===== config.mk =====
export PLATFORM = sky130hd
export DESIGN_NAME = pipe_ctrl
export DESIGN_NICKNAME = d
export VERILOG_FILES = /design/src/rtl/pipe_ctrl.sv
export SDC_FILE = /design/constraint.sdc
export NUM_CORES = 1
export LEC_CHECK = 0
export CAP_MARGIN = 20
export CORE_ASPECT_RATIO = 0.6
export CORE_MARGIN = 2
export CORE_UTILIZATION = 35
export DETAILED_ROUTE_END_ITERATION = 6
export HOLD_SLACK_MARGIN = 0.15
export PLACE_DENSITY_LB_ADDON = 0.08
export SYNTH_ARGS = -nofsm -noshare
export SYNTH_HDL_FRONTEND = slang
export SYNTH_SLANG_ARGS = --single-unit

===== constraint.sdc =====
create_clock -name clk -period 4.05 [get_ports clk]
set_input_delay 1.0125 -clock clk [delete_from_list [all_inputs] [get_ports clk]]
set_output_delay 1.0125 -clock clk [all_outputs]
set_load 0.005 [all_outputs]

===== src/rtl/pipe_ctrl.sv =====
// Pipeline hazard controller: per-stage stall masks, branch/trap redirect
// sequencing with a one-cycle flush pulse, and a stall watchdog.
module pipe_ctrl #(
    parameter int TIMEOUT = 1024
) (
    input  logic        clk,
    input  logic        rst,
    input  logic        stallreq_if,
    input  logic        stallreq_id,
    input  logic        stallreq_ex,
    input  logic        stallreq_mem,
    input  logic        branch_req,
    input  logic [31:0] branch_target,
    input  logic        trap_req,
    input  logic [31:0] trap_vector,
    input  logic        timeout_clr,
    output logic [5:0]  stalled,
    output logic        flush,
    output logic [31:0] new_pc,
    output logic        timeout,
    output logic [31:0] stall_cnt
);

    typedef enum logic [1:0] {
        IDLE  = 2'd0,
        PEND  = 2'd1,
        FLUSH = 2'd2
    } state_t;

    state_t      state_q, state_d;
    logic [31:0] target_q, target_d;
    logic        flush_q, flush_d;
    logic [31:0] new_pc_q, new_pc_d;
    logic        timeout_q, timeout_d;
    logic [31:0] stall_cnt_q, stall_cnt_d;
    logic [15:0] run_q, run_d;
    logic        blocked_s;

    assign blocked_s = stallreq_mem | stallreq_ex;

    // Stall mask: the deepest requesting stage freezes itself and everything upstream.
    always_comb begin
        stalled = 6'b000000;
        if (state_q == FLUSH) begin
            stalled = 6'b000000;
        end else if (stallreq_mem) begin
            stalled = 6'b011111;
        end else if (stallreq_ex) begin
            stalled = 6'b001111;
        end else if (stallreq_id) begin
            stalled = 6'b000111;
        end else if (stallreq_if) begin
            stalled = 6'b000011;
        end else begin
            stalled = 6'b000000;
        end
    end

    // Redirect FSM next state and captured target.
    always_comb begin
        state_d  = state_q;
        target_d = target_q;
        case (state_q)
            IDLE: begin
                if (trap_req) begin
                    target_d = trap_vector;
                    state_d  = blocked_s ? PEND : FLUSH;
                end else if (branch_req) begin
                    target_d = branch_target;
                    state_d  = blocked_s ? PEND : FLUSH;
                end else begin
                    state_d = IDLE;
                end
            end
            PEND: begin
                if (trap_req) begin
                    target_d = trap_vector;
                end else begin
                    target_d = target_q;
                end
                state_d = blocked_s ? PEND : FLUSH;
            end
            FLUSH: begin
                state_d = IDLE;
            end
            default: begin
                state_d = IDLE;
            end
        endcase
    end

    // Flush pulse and redirect PC are registered so they line up with the FLUSH state.
    always_comb begin
        flush_d  = 1'b0;
        new_pc_d = new_pc_q;
        if (state_d == FLUSH) begin
            flush_d  = 1'b1;
            new_pc_d = target_d;
        end else begin
            flush_d  = 1'b0;
            new_pc_d = new_pc_q;
        end
    end

    // Stall statistics and watchdog; a new expiry beats a simultaneous clear.
    always_comb begin
        stall_cnt_d = stall_cnt_q;
        run_d       = 16'd0;
        timeout_d   = timeout_q;
        if ((stalled != 6'b000000) && (stall_cnt_q != 32'hFFFF_FFFF)) begin
            stall_cnt_d = stall_cnt_q + 32'd1;
        end else begin
            stall_cnt_d = stall_cnt_q;
        end
        if (stalled[0]) begin
            run_d = (run_q == 16'hFFFF) ? run_q : run_q + 16'd1;
        end else begin
            run_d = 16'd0;
        end
        // Only the transition onto TIMEOUT fires, so a saturated counter cannot re-arm a cleared flag.
        if ((run_d == 16'(TIMEOUT)) && (run_q != run_d)) begin
            timeout_d = 1'b1;
        end else if (timeout_clr) begin
            timeout_d = 1'b0;
        end else begin
            timeout_d = timeout_q;
        end
    end

    // State registers with synchronous reset.
    always_ff @(posedge clk) begin
        if (rst) begin
            state_q     <= IDLE;
            target_q    <= 32'd0;
            flush_q     <= 1'b0;
            new_pc_q    <= 32'd0;
            timeout_q   <= 1'b0;
            stall_cnt_q <= 32'd0;
            run_q       <= 16'd0;
        end else begin
            state_q     <= state_d;
            target_q    <= target_d;
            flush_q     <= flush_d;
            new_pc_q    <= new_pc_d;
            timeout_q   <= timeout_d;
            stall_cnt_q <= stall_cnt_d;
            run_q       <= run_d;
        end
    end

    assign flush     = flush_q;
    assign new_pc    = new_pc_q;
    assign timeout   = timeout_q;
    assign stall_cnt = stall_cnt_q;

endmodule


==> results of run 1 <==
==> per-layer routing <==
metal,up-vias,GRT usage
met5,-,0
met4,0,0.0849
met3,33,0.0516
met2,178,0.314
met1,2674,0.301
li1,2675,-
==> state kept, by name, summed over array words and instances, names as in the netlist <==
| name | count |
|---|---|
| run_q | 16 |
| new_pc | 32 |
| target_q | 32 |
| flush | 1 |
| state_q | 2 |
| stall_cnt | 32 |
| timeout | 1 |
==> worst paths after layout <==
kind | start | to | slack, ns
setup reg to reg | run_q[0]$_SDFF_PP0_ | timeout$_SDFFE_PP0P_ | 1.19
hold reg to reg | new_pc[4]$_SDFFE_PP0P_ | new_pc[4]$_SDFFE_PP0P_ | 0.45
setup / recovery | stallreq_mem | stalled[1] | 0.29
hold / removal | new_pc[4]$_SDFFE_PP0P_ | new_pc[4]$_SDFFE_PP0P_ | 0.45
==> area by class of cell <==
class / instances / area [sq um] / area share
tap: 203 / 254 / 0.0327
clock inverter: 9 / 128 / 0.0164
sequential: 116 / 2320 / 0.299
multi-input combinational: 499 / 3010 / 0.387
timing repair buffer: 159 / 1550 / 0.199
inverter: 9 / 33.8 / 0.00435
clock buffer: 22 / 474 / 0.0610
==> metrics by stage <==
step | hold WS [ns] | util
2_1_floorplan | 0.453 | -
3_3_place_gp | 0.445 | 0.464
3_5_place_dp | 0.447 | 0.464
4_1_cts | 0.455 | 0.503
5_1_grt | 0.478 | 0.503
6_report | 0.454 | 0.503
==> worst max-delay path, delay by kind of cell <==
family | cells | cell delay, ns
buffers and inverters | 3 | 1.03
and+or+nand+nor | 2 | 0.70
==> kinds of logic after synthesis <==
kind of cell / Yosys count / share of synthesized area
compound gates: 159 / 0.183
fa+ha+maj: 2 / 0.00448
buf+inv: 62 / 0.0469
simple gates: 292 / 0.273
xor+xnor: 34 / 0.0534
other cells: 1 / 0.000672
mux: 11 / 0.0220
flops: 116 / 0.416
==> synthesized netlist by cell type, drive strengths merged, types with 7 or more instances <==
cell    instances
xor2            7
nand3          15
or3             8
and2           34
nor2           72
nor4           21
o21ai          46
buf            17
clkbuf         36
a22oi          52
dfxtp         116
mux2           10
a21oi          35
xnor2          27
nand2          75
and3            8
nor3           11
inv             9
a221oi         10
nand4          17
==> power groups by stage <==
| stage | clock network [uW] | registers (uW) | logic [uW] |
|---|---|---|---|
| detailed placement | 0 | 1250 | 348 |
| CTS | 1590 | 1230 | 350 |
| floorplan | 0 | 1240 | 180 |
| global route | 1640 | 1230 | 383 |
| global placement | 0 | 1250 | 341 |
| finish | 1550 | 1230 | 349 |
==> metrics.md, run 1 <==
| Metric | Value |
|---|---|
| Routability congestion estimate | 0.847 |
| Switching pwr | 752 uW |
| PostCTS Resize Cnt | 0 |
| Maximum buffer depth of the clock tree | 2 |
| Data arrival time of the critical path | 2.75 ns |
| Most common cell after layout, fill and taps aside | clkdlybuf4s50_1 |
| Minimum clock period after layout | 3.76 ns |
| Endpoint class of the critical path | output pin |
| Diode insertion count for antenna repair | 0 |
| Count of buffers added by post-CTS timing repair for setup | 0 |
| Tot Pwr | 3130 uW |
| Wire length of the first global-routing pass | 28.7 mm |
| Max-cap violation count | 0 |
| Setup violators final | 0 |
| Top layer in use | met4 |
| Logic pwr share | 0.111 |
| Via count of the first global-routing pass | 5400 |
| Most area-consuming cells after synthesis | dfxtp_1 42%, a22oi_1 7.0%, nand2_1 5.0%, nor2_1 4.8%, xnor2_1 4.2% |
| Post-detailed-routing wire length | 17.8 mm |
| Met2 layer wire length in the routed design | 7.58 mm |
| Largest fanout on the critical path | 5 |
| Unrepaired setup endpoints after global routing | no |
| Nets@finish | 877 |
| First-iteration detailed-routing DRC count | 396 |
| Core Footprint | 15500 sq um |
| Yosys reg bits | 116 |
| Series of cell instances along the critical path | clkdlybuf4s50_1 -> or4_1 -> nand2_2 -> inv_1 -> clkdlybuf4s50_1 |
| Proportion of layout cells with a drive suffix above 1 | 0.0848 |
| Net Count, Synth | 752 |
| Critical path required time | 3.04 ns |
| DR pass1 iterations | 4 |
| Pwr dens | 403 nW/um^2 |
| Number of hold buffers added after CTS | 0 |
| TritonCTS Buffers | 17 |
| Area Overhead vs Synth | 39.2% |
| Die width | 167 um |
| Share of Yosys cell area claimed by the top area cell type | 0.416 |
| Average footprint of a synthesized cell | 8.24 sq um |
| GRT Resource Usage Total | 0.213 |
| Slew at the pin closest to its max-slew limit | 0.864 ns |
| Most area-hungry cell type in the Yosys netlist | dfxtp_1 |
| Portion of total power attributed to the clock network | 0.497 |
| Fmax | 266 MHz |
| Pre-CTS setup slack | 0.283 ns |
| Clock transition at the registers of the reported paths | 0.06 ns |
| ANT nets after route | 0 |
| Status | finished clean |
| Max-slew violation total from the final report | 0 |
| Routed length on met3 | 1.09 mm |
| Max stage delay cell, worst path | or4_1 |
| Antenna violations before repair | 0 |
| Final setup slack of the worst path | 0.288 ns |
| HPWL after detailed placement | 11.9 mm |
| Commonest cells after routing, fill and taps aside | 142 x clkdlybuf4s50_1, 115 x dfxtp_1, 74 x nand2_1 |
| Post-synth ARST share | 0 |
| Die Span Y | 102 um |
| Layout fillers | 1461 |
| Launching element type of the critical path | primary input |
| Post-Layout Inst Area | 7770 sq um |
| Post-Route Skew | 0.0115 ns |
| Reg2Reg Depth | 7 |
| Leak pwr | 0.00270 uW |
| Total DRC errors in the routed layout | 0 |
| Power Internal | 2380 uW |
| Top Ports | 145 |
| Syn Inst Count | 677 |
| Clock Sinks | 116 |
| Final sum of negative setup slack | 0 ns |
| Switching power as a share of total power | 0.240 |
| CTS Root Cell | clkbuf_16 |
| Met1 wire length | 8.72 mm |
| Number of synthesized flops with an enable pin | 0 |
| Later-pin clock latency in the skew report | 0.41 ns |
| Warning count from the yosys run | 0 |
| CTS tree | done |
| GRT overflow | 0 |
| Critical path start-end classification | primary input to output pin |
| Share of synthesized area occupied by flip-flops and latches | 0.416 |
| Placed inst area | 7170 sq um |
| Die area | 17000 sq um |
| Hold Path Depth | 2 |
| Detailed-route via count | 5560 |
| Average routed wire per standard cell | 17.5 um |
| H-tree depth reported by CTS | 4 |
| Number of cells in the design after placement | 986 |
| Initial core utilization | 0.361 |
| Worst relative slew slack | 0.424 |
| Pin count of the biggest net entering global routing | 73 |
| IR Drop Worst-Case VDD | 257 uV |
| Post-synthesis instance area | 5580 sq um |
| Crit path largest cell delay | 0.60 ns |
| Standard-cell rows | 35 |
| Prevailing post-synth register cell | dfxtp_1 |
| Final std cells w/o fill | 1017 |
| Hold Vio Cnt, Final | 0 |
| CP dominant cell by count | clkdlybuf4s50_1 |
| Distinct cell type count after synthesis | 56 |
| Portion of the clock cycle consumed by the worst path in the final layout | 0.929 |
| Share of total power in sequential cells | 0.392 |
| Hold Crit Class | flop to flop |
| Number of vias per cell | 5.47 |
| Port bufs | 143 |
No activity file was read; power rests on OpenSTA's default activity.
==> inputs of run 2 (changes only) <==
- CORE_UTILIZATION: 35 -> 38
==> run 2 against run 1 <==
  * Register-to-register slack improved by 0.09 ns
  * Largest power group unchanged
  * First-iteration DRC count fell by 15%
  * Clock-buffer cell count fell by 4
  * Clock skew barely moved
  * Cell count fell by 0.59%
  * Design area rose by 0.43%
  * Highest routed layer unchanged
==> metrics.md, run 2 (synthesis results as in run 1) <==
| Metric | Value |
|---|---|
| Status | finished clean |
| Unrepaired setup endpoints after global routing | no |
| Hold Vio Cnt, Final | 0 (unchanged) |
| Reg2Reg Depth | 7 (unchanged) |
| Routability congestion estimate | 0.844 (-0.37%) |
| Maximum buffer depth of the clock tree | 2 (unchanged) |
| Die width | 160 um (-3.9%) |
| First-iteration detailed-routing DRC count | 335 (-15%) |
| Count of buffers added by post-CTS timing repair for setup | 0 (unchanged) |
| Endpoint class of the critical path | output pin |
| GRT overflow | 0 (unchanged) |
| DR pass1 iterations | 5 (+1) |
| Die Span Y | 97.9 um (-3.9%) |
| Slew at the pin closest to its max-slew limit | 0.807 ns (-0.0573 ns) |
| Portion of the clock cycle consumed by the worst path in the final layout | 0.941 (+0.0117) |
| IR Drop Worst-Case VDD | 265 uV (+3.3%) |
| Wire length of the first global-routing pass | 27.3 mm (-4.9%) |
| H-tree depth reported by CTS | 4 (unchanged) |
| Number of cells in the design after placement | 980 (-0.61%) |
| Critical path required time | 3.04 ns (about the same) |
| Die area | 15700 sq um (-7.6%) |
| Pwr dens | 411 nW/um^2 (+2.1%) |
| Average routed wire per standard cell | 16.9 um (-3.4%) |
| Port bufs | 143 (unchanged) |
| Critical path start-end classification | primary input to output pin |
| Max-cap violation count | 0 (unchanged) |
| GRT Resource Usage Total | 0.218 (+0.00468) |
| Hold Path Depth | 2 (unchanged) |
| Number of vias per cell | 5.43 (-0.75%) |
| Clock Sinks | 116 (unchanged) |
| ANT nets after route | 0 (unchanged) |
| TritonCTS Buffers | 17 (unchanged) |
| Core Footprint | 14400 sq um (-6.7%) |
| Clock transition at the registers of the reported paths | 0.05 ns (about the same) |
| Worst relative slew slack | 0.458 (+0.0337) |
| Commonest cells after routing, fill and taps aside | 142 x clkdlybuf4s50_1, 116 x dfxtp_1, 74 x nand2_1 |
| Later-pin clock latency in the skew report | 0.42 ns (about the same) |
| CTS tree | done |
| Initial core utilization | 0.387 (+0.0260) |
| Post-detailed-routing wire length | 17.1 mm (-4.0%) |
| Hold Crit Class | flop to flop |
| Setup violators final | 0 (unchanged) |
| Post-Route Skew | 0.0114 ns (-0.000136 ns) |
| Proportion of layout cells with a drive suffix above 1 | 0.0836 (-0.00113) |
| Leak pwr | 0.00271 uW (+0.54%) |
| Minimum clock period after layout | 3.81 ns (+0.0476 ns) |
| Fmax | 262 MHz (-1.2%) |
| CTS Root Cell | clkbuf_16 |
| Most common cell after layout, fill and taps aside | clkdlybuf4s50_1 |
| Final std cells w/o fill | 1011 (-0.59%) |
| Total DRC errors in the routed layout | 0 (unchanged) |
| Data arrival time of the critical path | 2.80 ns (+0.05 ns) |
| Launching element type of the critical path | primary input |
| Top Ports | 145 (unchanged) |
| Diode insertion count for antenna repair | 0 (unchanged) |
| PostCTS Resize Cnt | 0 (unchanged) |
| Final sum of negative setup slack | 0 ns (unchanged) |
| Layout fillers | 1324 (-9.4%) |
| Area Overhead vs Synth | 39.9% |
| Pin count of the biggest net entering global routing | 73 (unchanged) |
| Detailed-route via count | 5486 (-1.3%) |
| Via count of the first global-routing pass | 5275 (-2.3%) |
| Standard-cell rows | 34 (-2.9%) |
| Number of hold buffers added after CTS | 0 (unchanged) |
| Nets@finish | 876 (-0.11%) |
| HPWL after detailed placement | 11.4 mm (-4.1%) |
| Max-slew violation total from the final report | 0 (unchanged) |
| Largest fanout on the critical path | 5 (unchanged) |
| Antenna violations before repair | 0 (unchanged) |
run 2: routing by layer:
metal | GRT usage | part of all wire
met3 | 0.0489 | 0.060
met4 | 0.0644 | 0.013
met2 | 0.336 | 0.43
met1 | 0.306 | 0.49
met5 | 0 | 0
run 2: report_power, final:
part | total [uW] | internal (uW) | switching, uW
clock network | 1640 | 1090 | 552
logic | 347 | 182 | 166
registers | 1220 | 1190 | 35.1
run 2: worst paths after layout:
check                                              from                       to  slack (ns)
worst max-delay path                       stallreq_mem               stalled[0]        0.24
worst min-delay path            new_pc[20]$_SDFFE_PP0P_  new_pc[20]$_SDFFE_PP0P_        0.45
worst max register to register      run_q[0]$_SDFF_PP0_     timeout$_SDFFE_PP0P_        1.28
worst min register to register  new_pc[20]$_SDFFE_PP0P_  new_pc[20]$_SDFFE_PP0P_        0.45
run 2: layout make-up:
type                    count  area [sq um]  area share
multi-input cells         499          3010       0.386
flip-flops and latches    116          2320       0.298
repair buffers            158          1550       0.199
clock buffers              18           429      0.0550
well taps                 198           248      0.0318
clock inverters            13           209      0.0268
inverters                   9          33.8     0.00433
run 2: metrics by stage:
step / area [sq um] / hold slack, ns / setup WS (ns) / total power, uW / util
floorplan: 5580 / 0.453 / 0.986 / 1420 / -
global placement: 7160 / 0.441 / 0.259 / 1580 / 0.497
detailed placement: 7160 / 0.446 / 0.241 / 1590 / 0.497
CTS: 7800 / 0.454 / 0.235 / 3230 / 0.541
global route: 7800 / 0.466 / 0.176 / 3320 / 0.541
finish: 7800 / 0.454 / 0.240 / 3210 / 0.541
run 2: worst max-delay path: stages:
cell and delay [ns]:
clkdlybuf4s50_1 0.49, or4_1 0.59, nand2_2 0.11, inv_1 0.12
clkdlybuf4s50_1 0.47
